[config.mk]
export PLATFORM = sky130hd
export DESIGN_NAME = score_bcd_tracker
export DESIGN_NICKNAME = d
export VERILOG_FILES = /design/src/rtl/score_bcd_tracker.sv
export SDC_FILE = /design/constraint.sdc
export NUM_CORES = 1
export LEC_CHECK = 0
export CORE_MARGIN = 4
export CORE_UTILIZATION = 54
export CTS_BUF_LIST = sky130_fd_sc_hd__clkbuf_16
export DETAILED_ROUTE_END_ITERATION = 6
export PLACE_DENSITY = 0.79
export REMOVE_ABC_BUFFERS = 1
export SYNTH_ARGS = -nofsm -noshare
export SYNTH_HDL_FRONTEND = slang
export SYNTH_SLANG_ARGS = --single-unit
[constraint.sdc]
create_clock -name clk -period 2.6 [get_ports clk]
set_clock_uncertainty 0.05 [all_clocks]
set_input_delay 0.39 -clock clk [delete_from_list [all_inputs] [get_ports clk]]
set_output_delay 0.39 -clock clk [all_outputs]
set_load 0.02 [all_outputs]
[src/rtl/score_bcd_tracker.sv]
// Binary score to 3-digit BCD via serial double-dabble, plus session high-score tracking.
// Optional high-score logic is enabled by defining SCORE_HISCORE_EN.
module score_bcd_tracker #(
  parameter int SCORE_W = 8
) (
  input  logic               clk,
  input  logic               rst,
  input  logic [SCORE_W-1:0] score,
  input  logic               game_end,
  input  logic               clear_hi,
  output logic               busy,
  output logic               bcd_valid,
  output logic [3:0]         hundreds,
  output logic [3:0]         tens,
  output logic [3:0]         ones,
  output logic [SCORE_W-1:0] hi_score,
  output logic               new_record
);
  localparam int SH_W = SCORE_W + 12;

  typedef enum logic [1:0] {IDLE, SHIFT, DONE} state_t;

  state_t             state_reg;
  logic [SH_W-1:0]    shifter_reg;
  logic [SH_W-1:0]    shifter_next;
  logic [3:0]         cnt_reg;
  logic [SCORE_W-1:0] last_score_reg;
  logic               pend_reg;
  logic               chg;
  logic               fin;
  logic               start;
  logic [3:0]         nib_adj [3];

  genvar gi;
  generate
    for (gi = 0; gi < 3; gi++) begin : g_adj
      logic [3:0] nib;
      assign nib         = shifter_reg[SCORE_W + 4*gi +: 4];
      assign nib_adj[gi] = (nib >= 4'd5) ? nib + 4'd3 : nib;
    end
  endgenerate

  // Correct every BCD nibble first, then shift the whole register by one bit.
  assign shifter_next = {nib_adj[2], nib_adj[1], nib_adj[0], shifter_reg[SCORE_W-1:0]} << 1;

  assign chg   = (score != last_score_reg);
  assign start = chg | fin | pend_reg;
  assign busy  = (state_reg != IDLE);

  always_ff @(posedge clk) begin
    if (rst) begin
      state_reg      <= IDLE;
      shifter_reg    <= '0;
      cnt_reg        <= '0;
      last_score_reg <= '0;
      pend_reg       <= 1'b0;
      bcd_valid      <= 1'b0;
      hundreds       <= '0;
      tens           <= '0;
      ones           <= '0;
    end else begin
      bcd_valid <= 1'b0;
      unique case (state_reg)
        IDLE: begin
          if (start) begin
            shifter_reg    <= {12'b0, score};
            last_score_reg <= score;
            cnt_reg        <= 4'(SCORE_W);
            pend_reg       <= 1'b0;
            state_reg      <= SHIFT;
          end
        end
        SHIFT: begin
          if (chg | fin) pend_reg <= 1'b1;
          if (cnt_reg != 4'd0) begin
            shifter_reg <= shifter_next;
            cnt_reg     <= cnt_reg - 4'd1;
          end else begin
            hundreds  <= shifter_reg[SCORE_W+8 +: 4];
            tens      <= shifter_reg[SCORE_W+4 +: 4];
            ones      <= shifter_reg[SCORE_W   +: 4];
            bcd_valid <= 1'b1;
            state_reg <= DONE;
          end
        end
        DONE: begin
          if (chg | fin) pend_reg <= 1'b1;
          state_reg <= IDLE;
        end
        default: state_reg <= IDLE;
      endcase
    end
  end

`ifdef SCORE_HISCORE_EN
  logic prev_end_reg;
  logic pend_final_reg;
  logic is_final_reg;

  assign fin = game_end & ~prev_end_reg;

  always_ff @(posedge clk) begin
    if (rst) begin
      prev_end_reg   <= 1'b0;
      pend_final_reg <= 1'b0;
      is_final_reg   <= 1'b0;
      hi_score       <= '0;
      new_record     <= 1'b0;
    end else begin
      prev_end_reg <= game_end;
      new_record   <= 1'b0;
      if (state_reg == IDLE) begin
        if (start) begin
          is_final_reg   <= fin | pend_final_reg;
          pend_final_reg <= 1'b0;
        end
      end else if (fin) begin
        pend_final_reg <= 1'b1;
      end
      if (state_reg == SHIFT && cnt_reg == 4'd0)
        new_record <= is_final_reg && (last_score_reg > hi_score);
      if (state_reg == DONE && new_record)
        hi_score <= last_score_reg;
      // Clearing takes priority over a record captured on the same edge.
      if (clear_hi)
        hi_score <= '0;
    end
  end
`else
  logic unused_inputs;

  assign fin           = 1'b0;
  assign hi_score      = '0;
  assign new_record    = 1'b0;
  assign unused_inputs = ^{game_end, clear_hi};
`endif

endmodule

# Word-level counts from Yosys, hierarchy flattened
# Cells that the tools add are included.
totals:
  output_inout_bits: 23
  reg_bits: 48
  in_bits: 12
  word_cells: 54
classes:
  muxes: 16
  bitwise_logic: 3
  eq_ne: 7
  order_cmp: 3
  addsub: 4
  n_reduce_logical: 12
ops:
  columns: ["operator", "n"]
  rows:
  - ["20-bit 2-to-1 mux", 2]
  - ["20-bit case mux with 2 select lines", 1]
  - ["4-bit 2-to-1 mux", 4]
  - ["4-bit by 3-bit greater-or-equal comparator with 1-bit output, second input constant", 3]
  - ["4-bit by 2-bit adder with 4-bit output, second input constant", 2]
  - ["8-bit != test", 1]
  - ["4-bit case mux with 2 select lines", 1]
  - ["2-bit != test, second input constant", 3]
  - ["2-bit AND reduction", 3]
  - ["3-bit AND reduction", 2]
  - ["2-bit nonzero test", 3]
  - ["2-bit 2-to-1 mux", 2]
  - ["2-bit case mux with 2 select lines", 1]
  - ["4-bit nonzero test", 1]
  - ["2-bit OR reduction", 2]
  - ["4-bit by 1-bit subtractor with 4-bit output, second input constant", 1]
  - ["3-bit by 2-bit adder with 3-bit output, second input constant", 1]
  - ["1-bit 2-to-1 mux", 3]
  - ["3-bit 2-to-1 mux", 1]
  - ["2-bit by 1-bit == test with 1-bit output, second input constant", 1]
  - ["2-bit == test, second input constant", 1]
  - ["2-bit zero test", 1]
  - ["2-bit by 1-bit != test with 1-bit output, second input constant", 1]
  - ["1-bit inverter", 2]
  - ["other kinds (2)", 2]

# Longest topological paths before layout
# Gate-level depths: netlist of run 1.
logic_depth:
  ltp_word: 4
  mapped_depth: 9
  mapped_depth_nobuf: 7

# Least setup slack after synthesis of run 1
# Ideal clock, no wire load.
synth_timing:
  kind: "reg-to-reg"
  start: "register state_reg[0]"
  end: "register shifter_reg[11]"
  t_arrival_ns: 1.713
  period_less_slack_ns: 1.879
  setup_time_ns: 0.116
  setup_slack_ns: 0.721
  path_buffers: 2
  stages_incl_launch_ff: 8
  t_required_ns: 2.434
  path_cell_list: "dfxtp_1 -> inv_1 -> ha_1 -> clkbuf_1 -> a41o_1 -> buf_4 -> o311a_1 -> a41o_1"
synth_via:
  elab_chain_len: 3
  elab_cells_between_ends: 7
  cone_classes: "eq/ne (3); mux (1); reduce/logical (3)"
synth_rtl:
  columns: ["element", "line", "source"]
  rows:
  - ["start: declaration", "23", "state_t state_reg;"]
  - ["start signal: assignment", "52", "state_reg <= IDLE;"]
  - ["start signal: assignment", "70", "state_reg <= SHIFT;"]
  - ["start signal: assignment", "83", "state_reg <= DONE;"]
  - ["2-bit by 1-bit == test with 1-bit output / 2-bit zero test (equally long branches)", "63", "unique case (state_reg)"]
  - ["2-bit != test (no line) / 2-bit nonzero test (equally long branches)", null, null]
  - ["3-bit AND reduction (no line)", null, null]
  - ["end signal: assignment", "66", "shifter_reg <= {12'b0, score};"]
  - ["end signal: assignment", "76", "shifter_reg <= shifter_next;"]
  - ["end: declaration", "24", "logic [SH_W-1:0] shifter_reg;"]
# Several ways; a longest one is shown, not always the timed one.
# A chain may end at the register's enable or synchronous reset.

# Final worst setup path of run 1
layout_timing:
  start: "register state_reg[0]"
  end: "output port busy"
layout_via:
  elab_chain_len: 1
layout_rtl:
  columns: ["element", "line", "source"]
  rows:
  - ["2-bit nonzero test", "48", "assign busy = (state_reg != IDLE);"]
  - ["end: declaration", "11", "output logic busy,"]
# No other way between the ends.

==> summary.md, run 1 <==
| Metric | Value |
|---|---|
| Worst-path clk slew | `0.06 ns` |
| Outcome | `finished clean` |
| Yosys reg bits | `48` |
| PostCTS Resize Cnt | `0` |
| Clk root buf | `clkbuf_16` |
| Drt pass-1 iters | `4` |
| # IOs | `35` |
| CP endpoint kind | `output port` |
| Final number of hold-violating endpoints | `0` |
| Max IR drop VDD | `0.000521 V` |
| Total Nets Final | `321` |
| Design Power | `2.87 mW` |
| Routed len/inst | `14.3 um` |
| H-tree levels | `2` |
| Share of layout cells above drive strength 1 | `11.4%` |
| Via Count | `1964` |
| Largest net degree at the start of global routing | `30` |
| Most frequent cells in the layout | `48 x dfxtp_1, 35 x nand2_1, 29 x a21oi_1` |
| Die area | `0.00568 mm^2` |
| Lkg Pwr | `1.14 nW` |
| CP max stage delay | `0.60 ns` |
| Critical path's top delay family | `buffers and inverters` |
| Most common cell on crit path | `inv_1` |
| Post-synth top area share | `39.2%` |
| WP buf/inv | `4` |
| Gr ovfl total | `0` |
| Starting Density | `55.9%` |
| Num CTS Buffers | `5` |
| Register area share after synthesis | `39.2%` |
| Max FFs per register | `20` |
| Hold/Removal Path Class | `reg -> reg` |
| WL final | `5030 um` |
| Vias per inst | `5.60` |
| Crit path time final | `2.34 ns` |
| Clk sinks | `48` |
| Overall die height | `75.4 um` |
| Largest cells by area after synthesis | `dfxtp_1 39%, mux2i_1 7.8%, a21oi_1 5.9%` |
| Required time worst endpoint | `2.16 ns` |
| Syn avg cell area | `9.01 um^2` |
| Clk buf depth | `2` |
| CP Class | `reg -> out` |
| Global-route wire length before repair | `8320 um` |
| Max cap viols | `0` |
| Layout filler cell count | `361` |
| Synth area leader | `dfxtp_1` |
| RSZ-0062 raised after global routing | `false` |
| Synth cell types | `37` |
| CP max FO | `8` |
| Yosys synthesis warning count | `0` |
| Total core area | `0.00438 mm^2` |
| Clock Latency Late Sink | `0.28 ns` |
| Post-route antenna net violation count | `0` |
| Cell Pwr Density | `1000 mW/mm^2` |
| Relative slew slack | `61.0%` |
| Finish-stage setup viols | `0` |
| Max-slew violation total from the final report | `0` |
| Slowest CP cell | `clkdlybuf4s50_1` |
| Area delta synth->final | `16.5%` |
| Critical Path AT | `1.90 ns` |
| N_diodes | `0` |
| Worst Tran Pin Value | `0.584 ns` |
| CTS tree | `done` |
| GPL Wtd Cong | `0.849` |
| Die width | `75.4 um` |
| Hpwl dp | `3440 um` |
| Initial DRC count | `110` |
| Peak Freq | `0.428 GHz` |
| Syn Inst Count | `272` |
| # DRC | `0` |
| Vias in the first global route | `1753` |
| Initial antenna violation count | `0` |
| Commonest non-fill, non-tap cell in the layout | `dfxtp_1` |
| Part of the cycle the worst path needs | `89.9%` |
| Hold buffers post-CTS | `0` |
| Synthesized area | `0.00245 mm^2` |
| Total global-route track usage | `19.1%` |
| Setup TNS | `0 ns` |
| IO Port Bufs | `23` |
| Setup bufs post-CTS | `0` |
| CP Cell Sequence | `inv_1, ha_1, buf_4, inv_1, clkdlybuf4s50_1` |
| Critical path launch point type | `flip-flop` |
| Row count | `24` |
Yosys cell counts (all sizes together):
library cell / count
nand2b: 5
o311a: 3
and3: 2
a21oi: 29
a41oi: 1
or4: 1
xor2: 3
buf: 15
o32ai: 3
nand3: 5
nand4: 5
mux2i: 19
nor2: 16
a211oi: 9
a41o: 5
ha: 11
dfxtp: 48
clkbuf: 8
nand2: 35
o21ai: 8
and2: 3
nor4: 1
nor3: 6
o31ai: 6
inv: 13
conb: 1
a31o: 1
o221a: 1
nand4b: 1
xnor2: 8
tightest hold or removal path: stages, from the launching register on:
cell and delay [ns]:
dfxtp_1 0.31, nand2_1 0.05, a21oi_1 0.05
layout make-up:
| cell class | instances | area, um^2 | area share [%] |
|---|---|---|---|
| clock buffer | 5 | 125 | 4.38 |
| clock inverter | 3 | 13.8 | 0.482 |
| inverter | 13 | 48.8 | 1.71 |
| multi-input combinational | 196 | 1340 | 46.7 |
| sequential | 48 | 961 | 33.6 |
| tap | 52 | 65.1 | 2.28 |
| timing repair buffer | 34 | 308 | 10.8 |
stage by stage:
stage,area [um^2],cells,setup slack (ns),util [%],hold WS (ns)
final,2860,351,0.262,65.2,0.401
after global routing,2860,351,0.133,65.2,0.421
after CTS,2860,351,0.259,65.2,0.404
after detailed placement,2720,343,0.118,62.0,0.397
after global placement,2720,343,0.143,62.0,0.393
after floorplan,2340,257,0.203,-,0.376
per-layer routing:
layer | vias to the layer above | GRT usage (%) | share of wire (%)
met5 | - | 0 | 0
met4 | 0 | 4.66 | 0.68
met3 | 2 | 4.35 | 3.6
met2 | 44 | 31.1 | 49
met1 | 923 | 25.9 | 46
li1 | 995 | - | -
power breakdown:
group / internal, mW / total, mW / switching (mW)
Clock: 0.349 / 0.611 / 0.262
Combinational: 0.506 / 1.31 / 0.802
Sequential: 0.869 / 0.951 / 0.0815
Total: 1.72 / 2.87 / 1.15
cells by family after synthesis:
logic type	after synthesis	share of synthesized area (%)
AOI/OAI and AO/OA	66	20.3
xor gates and xnor gates	11	3.93
adders and majority gates	11	5.62
buffers and inverters	36	7.55
DFF	48	39.2
muxes	19	7.76
other	1	0.153
and+or+nand+nor	80	15.5
worst paths after layout:
| check | slack [ns] | from | to | cells after the start |
|---|---|---|---|---|
| worst max-delay path | 0.26 | state_reg[0] | busy | 5 |
| worst min-delay path | 0.40 | shifter_reg[17] | hundreds[1] | 2 |
| worst max register to register | 0.54 | state_reg[1] | shifter_reg[15] | 7 |
| worst min register to register | 0.40 | shifter_reg[17] | hundreds[1] | 2 |
(Power assumes the default switching activity.)
==> run 2, diff against run 1 <==
--- a/config.mk
+++ b/config.mk
@@ -6,10 +6,11 @@
 export NUM_CORES = 1
 export LEC_CHECK = 0
 export CORE_MARGIN = 4
-export CORE_UTILIZATION = 54
+export CORE_UTILIZATION = 49
 export CTS_BUF_LIST = sky130_fd_sc_hd__clkbuf_16
+export CTS_CLUSTER_DIAMETER = 60
 export DETAILED_ROUTE_END_ITERATION = 6
-export PLACE_DENSITY = 0.79
+export PLACE_DENSITY = 0.73
 export REMOVE_ABC_BUFFERS = 1
 export SYNTH_ARGS = -nofsm -noshare
 export SYNTH_HDL_FRONTEND = slang
==> summary.md, run 2 (synthesized netlist as in run 1, its figures left out) <==
| Metric | Value |
|---|---|
| Num CTS Buffers | `5 (unchanged)` |
| Max IR drop VDD | `0.000532 V (+2.1%)` |
| Part of the cycle the worst path needs | `84.2% (-5.7 points)` |
| Hold WS | `0.403 ns (+0.00152 ns)` |
| Vias per inst | `5.31 (-5.1%)` |
| Commonest non-fill, non-tap cell in the layout | `dfxtp_1` |
| Layout filler cell count | `408 (+13%)` |
| Reg area | `961 um^2 (unchanged)` |
| RSZ-0062 raised after global routing | `false` |
| Total global-route track usage | `17.2% (-1.9 points)` |
| Switching Fraction | `38.7% (-1.2 points)` |
| Row count | `25 (+4.2%)` |
| CP endpoint kind | `flip-flop` |
| Area of the multi-input gates | `0.00134 mm^2 (unchanged)` |
| Routed len/inst | `13.7 um (-4.6%)` |
| Cell Pwr Density | `1020 mW/mm^2 (+1.8%)` |
| CP Cell Sequence | `clkdlybuf4s50_1, xor2_1, nor4_2, a41o_1, buf_4, o311a_1, a41o_1` |
| CTS tree | `done` |
| Max cap viols | `0 (unchanged)` |
| WP buf/inv | `2 (-2)` |
| Design Power | `2.96 mW (+3.2%)` |
| Lkg Pwr | `1.15 nW (+0.46%)` |
| PostCTS Resize Cnt | `0 (unchanged)` |
| Die area | `0.00620 mm^2 (+9.1%)` |
| Total core area | `0.00479 mm^2 (+9.2%)` |
| IO Port Bufs | `23 (unchanged)` |
| Drt pass-1 iters | `4 (unchanged)` |
| Starting Density | `51.2% (-4.7 points)` |
| CP max FO | `7 (-1)` |
| # DRC | `0 (unchanged)` |
| Post-DP Area | `0.00273 mm^2 (+0.41%)` |
| Most frequent cells in the layout | `48 x dfxtp_1, 35 x nand2_1, 29 x a21oi_1` |
| Setup bufs post-CTS | `0 (unchanged)` |
| Critical path launch point type | `input port` |
| Final worst slack | `0.410 ns (+0.148 ns)` |
| Relative slew slack | `60.9% (about the same)` |
| Finish-stage setup viols | `0 (unchanged)` |
| Worst Tran Pin Value | `0.585 ns (+0.000840 ns)` |
| Share of layout cells above drive strength 1 | `11.1% (-0.30 points)` |
| Pint | `1.82 mW (+5.4%)` |
| N_diodes | `0 (unchanged)` |
| WL final | `4990 um (-0.80%)` |
| Initial DRC count | `98 (-11%)` |
| Overall die height | `78.7 um (+4.5%)` |
| Clk root buf | `clkbuf_16` |
| Area delta synth->final | `18.2%` |
| GPL Wtd Cong | `0.773 (-9.0%)` |
| Hpwl dp | `3340 um (-2.9%)` |
| Total Nets Final | `320 (-0.31%)` |
| Max FFs per register | `20 (unchanged)` |
| Clk sinks | `48 (unchanged)` |
| Hold/Removal Path Class | `reg -> reg` |
| Vias in the first global route | `1851 (+5.6%)` |
| Setup TNS | `0 ns (unchanged)` |
| Via Count | `1938 (-1.3%)` |
| Largest net degree at the start of global routing | `32 (+6.7%)` |
| Placement Setup Slack | `0.131 ns (+0.0129 ns)` |
| Post-route antenna net violation count | `0 (unchanged)` |
| Sw Pwr | `1.15 mW (about the same)` |
| Initial antenna violation count | `0 (unchanged)` |
| Slowest CP cell | `clkdlybuf4s50_1` |
| Required time worst endpoint | `2.73 ns (+0.57 ns)` |
| Gr ovfl total | `0 (unchanged)` |
| Peak Freq | `0.457 GHz (+6.8%)` |
| Worst-path clk slew | `0.07 ns (about the same)` |
| # IOs | `35 (unchanged)` |
| CP Class | `in -> reg` |
| Clock Latency Late Sink | `0.29 ns (about the same)` |
| Die width | `78.7 um (+4.5%)` |
| Clock group share of total power | `24.6% (+3.3 points)` |
| Critical Path AT | `2.32 ns (+0.42 ns)` |
| Outcome | `finished clean` |
| Final number of hold-violating endpoints | `0 (unchanged)` |
| Final Cell Area | `0.00290 mm^2 (+1.4%)` |
| Most common cell on crit path | `a41o_1` |
| Sequential group share of total power | `32.0% (-1.1 points)` |
| H-tree levels | `2 (unchanged)` |
| Logic gate share of total power | `43.4% (-2.2 points)` |
| Global-route wire length before repair | `8590 um (+3.2%)` |
| CP max stage delay | `0.53 ns (-0.07 ns)` |
| Clk buf depth | `2 (unchanged)` |
| Crit path time final | `2.19 ns (-0.148 ns)` |
| Hold buffers post-CTS | `0 (unchanged)` |
| Critical path's top delay family | `compound AO/OA/AOI/OAI gates` |
| Max-slew violation total from the final report | `0 (unchanged)` |
-- run 2: tightest hold or removal path: cells and delay by family, from the launching register on --
family / cells / cell delay [ns]
AND/OR/NAND/NOR: 1 / 0.05
flip-flops: 1 / 0.31
AO/OA/AOI/OAI: 1 / 0.05
-- run 2: worst paths after layout --
| check | startpoint | endpoint | slack, ns | cells after the start |
|---|---|---|---|---|
| min reg2reg | ones[0] | ones[0] | 0.40 | 2 |
| min | ones[0] | ones[0] | 0.40 | 2 |
| max reg2reg | state_reg[1] | shifter_reg[15] | 0.57 | 7 |
| max | score[7] | shifter_reg[15] | 0.41 | 7 |
-- run 2: area by class of cell --
cell class              count  share of cell area, %
clock buffers               5                   4.32
clock inverters             3                   1.47
inverters                  13                   1.68
multi-input cells         196                   46.1
flip-flops and latches     48                   33.2
well taps                  67                   2.89
repair buffers             33                   10.4
-- run 2: through the flow --
step,instances,utilization (%)
2_1_floorplan,257,-
3_3_place_gp,357,57.0
3_5_place_dp,357,57.0
6_report,365,60.5
5_1_grt,365,60.5
4_1_cts,365,60.5
-- run 2: per-layer routing --
layer  up-vias  global-route usage (%)  routed length (um)
met4         0                    5.59                  31
met2        36                    29.1                2400
li1        997                       -                   -
met1       903                    22.1                2350
met3         2                    3.06                 206
met5         -                       0                   0
-- run 2: power by group through the flow --
stage | Combinational, mW | Clock, mW | Sequential, mW
2_1_floorplan | 0.905 | 0 | 0.952
5_1_grt | 1.42 | 0.767 | 0.962
3_3_place_gp | 1.26 | 0 | 0.958
3_5_place_dp | 1.28 | 0 | 0.965
4_1_cts | 1.29 | 0.742 | 0.949
6_report | 1.29 | 0.728 | 0.949
==> run 3, diff against run 2 <==
--- a/config.mk
+++ b/config.mk
@@ -10,7 +10,7 @@
 export CTS_BUF_LIST = sky130_fd_sc_hd__clkbuf_16
 export CTS_CLUSTER_DIAMETER = 60
 export DETAILED_ROUTE_END_ITERATION = 6
-export PLACE_DENSITY = 0.73
+export PLACE_DENSITY = 0.76
 export REMOVE_ABC_BUFFERS = 1
 export SYNTH_ARGS = -nofsm -noshare
 export SYNTH_HDL_FRONTEND = slang
==> constraint.sdc (replaced) <==
create_clock -name clk -period 2 [get_ports clk]
set_clock_uncertainty 0.05 [all_clocks]
set_input_delay 0.3 -clock clk [delete_from_list [all_inputs] [get_ports clk]]
set_output_delay 0.3 -clock clk [all_outputs]
set_load 0.02 [all_outputs]
==> summary.md, run 3 (synthesized netlist as in run 1, its figures left out) <==
| Metric | Value |
|---|---|
| Final worst slack | `0.0356 ns (-0.374 ns)` |
| Routed len/inst | `14.6 um (+7.0%)` |
| Critical path launch point type | `input port` |
| IO Port Bufs | `23 (unchanged)` |
| Overall die height | `78.7 um (unchanged)` |
| Total global-route track usage | `19.0% (+1.8 points)` |
| Max-slew violation total from the final report | `0 (unchanged)` |
| CP endpoint kind | `flip-flop` |
| Clk buf depth | `2 (unchanged)` |
| R2R depth | `7 (unchanged)` |
| Lkg Pwr | `1.28 nW (+11%)` |
| Starting Density | `51.2% (unchanged)` |
| Max IR drop VDD | `0.000963 V (+81%)` |
| Worst hold endpoint | `hundreds[3]` |
| Worst-path clk slew | `0.07 ns (about the same)` |
| GPL Wtd Cong | `0.797 (+3.2%)` |
| Peak Freq | `0.509 GHz` |
| Commonest non-fill, non-tap cell in the layout | `dfxtp_1` |
| CTS tree | `done` |
| CP Class | `in -> reg` |
| Final number of hold-violating endpoints | `0 (unchanged)` |
| Required time worst endpoint | `2.13 ns (-0.60 ns)` |
| Placed instance count | `369 (+3.4%)` |
| Share of layout cells above drive strength 1 | `17.5% (+6.4 points)` |
| Vias per inst | `5.39 (+1.5%)` |
| H-tree levels | `2 (unchanged)` |
| # DRC | `0 (unchanged)` |
| Hold buffers post-CTS | `0 (unchanged)` |
| Non-Filler Instances | `381 (+4.4%)` |
| Vias in the first global route | `2035 (+9.9%)` |
| Clock Latency Late Sink | `0.29 ns (about the same)` |
| CP max FO | `7 (unchanged)` |
| Row count | `25 (unchanged)` |
| Clk sinks | `48 (unchanged)` |
| Design Power | `4.09 mW (+38%)` |
| Max cap viols | `0 (unchanged)` |
| Post-route antenna net violation count | `0 (unchanged)` |
| Hold Crit Depth | `2 (unchanged)` |
| Crit path time final | `1.96 ns` |
| Initial DRC count | `179 (+83%)` |
| Placement Setup Slack | `-0.318 ns (-0.449 ns)` |
| Num CTS Buffers | `5 (unchanged)` |
| Worst R2R End | `shifter_reg[15]` |
| Max FFs per register | `20 (unchanged)` |
| Largest net degree at the start of global routing | `38 (+19%)` |
| Part of the cycle the worst path needs | `98.2%` |
| Cell Pwr Density | `1330 mW/mm^2 (+30%)` |
| # IOs | `35 (unchanged)` |
| Most frequent cells in the layout | `48 x dfxtp_1, 35 x nand2_1, 29 x a21oi_1` |
| Reg2Reg Launch Point | `state_reg[1]` |
| Total core area | `0.00479 mm^2 (unchanged)` |
| Hpwl dp | `3660 um (+9.7%)` |
| RSZ-0062 raised after global routing | `false` |
| Post-layout util | `64.4% (+3.9 points)` |
| Die width | `78.7 um (unchanged)` |
| N_diodes | `0 (unchanged)` |
| Critical Path AT | `2.09 ns (-0.23 ns)` |
| Outcome | `finished clean` |
| WL final | `5570 um (+12%)` |
| Area delta synth->final | `25.7%` |
| Hold WS | `0.298 ns (-0.105 ns)` |
| Via Count | `2054 (+6.0%)` |
| Gr ovfl total | `0 (unchanged)` |
| Hold/Removal Path Class | `in -> reg` |
| Total Nets Final | `336 (+5.0%)` |
| Setup TNS | `0 ns (unchanged)` |
| Clk root buf | `clkbuf_16` |
| Initial antenna violation count | `0 (unchanged)` |
| Drt pass-1 iters | `4 (unchanged)` |
| HP Start | `rst` |
| Die area | `0.00620 mm^2 (unchanged)` |
| Final Cell Area | `0.00308 mm^2 (+6.4%)` |
| Post-DP Area | `0.00283 mm^2 (+3.8%)` |
| Finish-stage setup viols | `0 (unchanged)` |
| Flop-to-flop setup slack | `0.10 ns (-0.47 ns)` |
| Global-route wire length before repair | `9310 um (+8.4%)` |
run 3: cell count changes in the layout (fill, tap and decap cells not counted), moves of 3 or more:
cell,change
buf_4,+15
clkdlybuf4s50_1,-5
dlymetal6s2s_1,+4
xor2_1,-3
xor2_2,+3
run 3: worst max path at each step:
stage,startpoint,to,slack [ns],cells after the start
after floorplan,state_reg[1],cnt_reg[3],-0.40,6
after global placement,score[5],shifter_reg[19],-0.27,7
after detailed placement,score[5],shifter_reg[15],-0.32,7
after CTS,score[7],shifter_reg[15],0.006,7
after global routing,score[2],shifter_reg[19],0.0001,7
final,score[1],shifter_reg[15],0.04,7
run 3: layer usage:
metal | up-vias | GRT usage (%) | wire length (um)
li1 | 1020 | - | -
met1 | 973 | 23.1 | 2490
met2 | 53 | 32.4 | 2690
met3 | 8 | 3.97 | 264
met4 | 0 | 8.04 | 131
met5 | - | 0 | 0
run 3: cell type report:
| class | instances | area, um^2 |
|---|---|---|
| Sequential cell | 48 | 961 |
| Fill cell | 389 | 1700 |
| Multi-Input combinational cell | 196 | 1380 |
| Clock inverter | 3 | 42.5 |
| Timing Repair Buffer | 49 | 442 |
| Inverter | 13 | 48.8 |
| Tap cell | 67 | 83.8 |
| Clock buffer | 5 | 125 |
run 3: timing repair:
item | CTS | global route
setup buffers | 0 | 4
pin swaps | 0 | 6
gates resized for setup | 3 | 9
setup endpoints to repair | 5 | 18
run 3: power breakdown:
part,leakage (nW),internal [mW],switching [mW],total (mW)
registers,0.392,1.13,0.116,1.25
clock network,0.0814,0.587,0.355,0.942
logic,0.804,0.813,1.09,1.91
total,1.28,2.53,1.56,4.09
run 3: worst max-delay path, stage by stage:
cell and delay, ns:
clkdlybuf4s50_1 0.45, xnor2_1 0.19, and2_4 0.20, a41o_1 0.25, buf_4 0.17, o311a_1 0.33, a41o_1 0.20
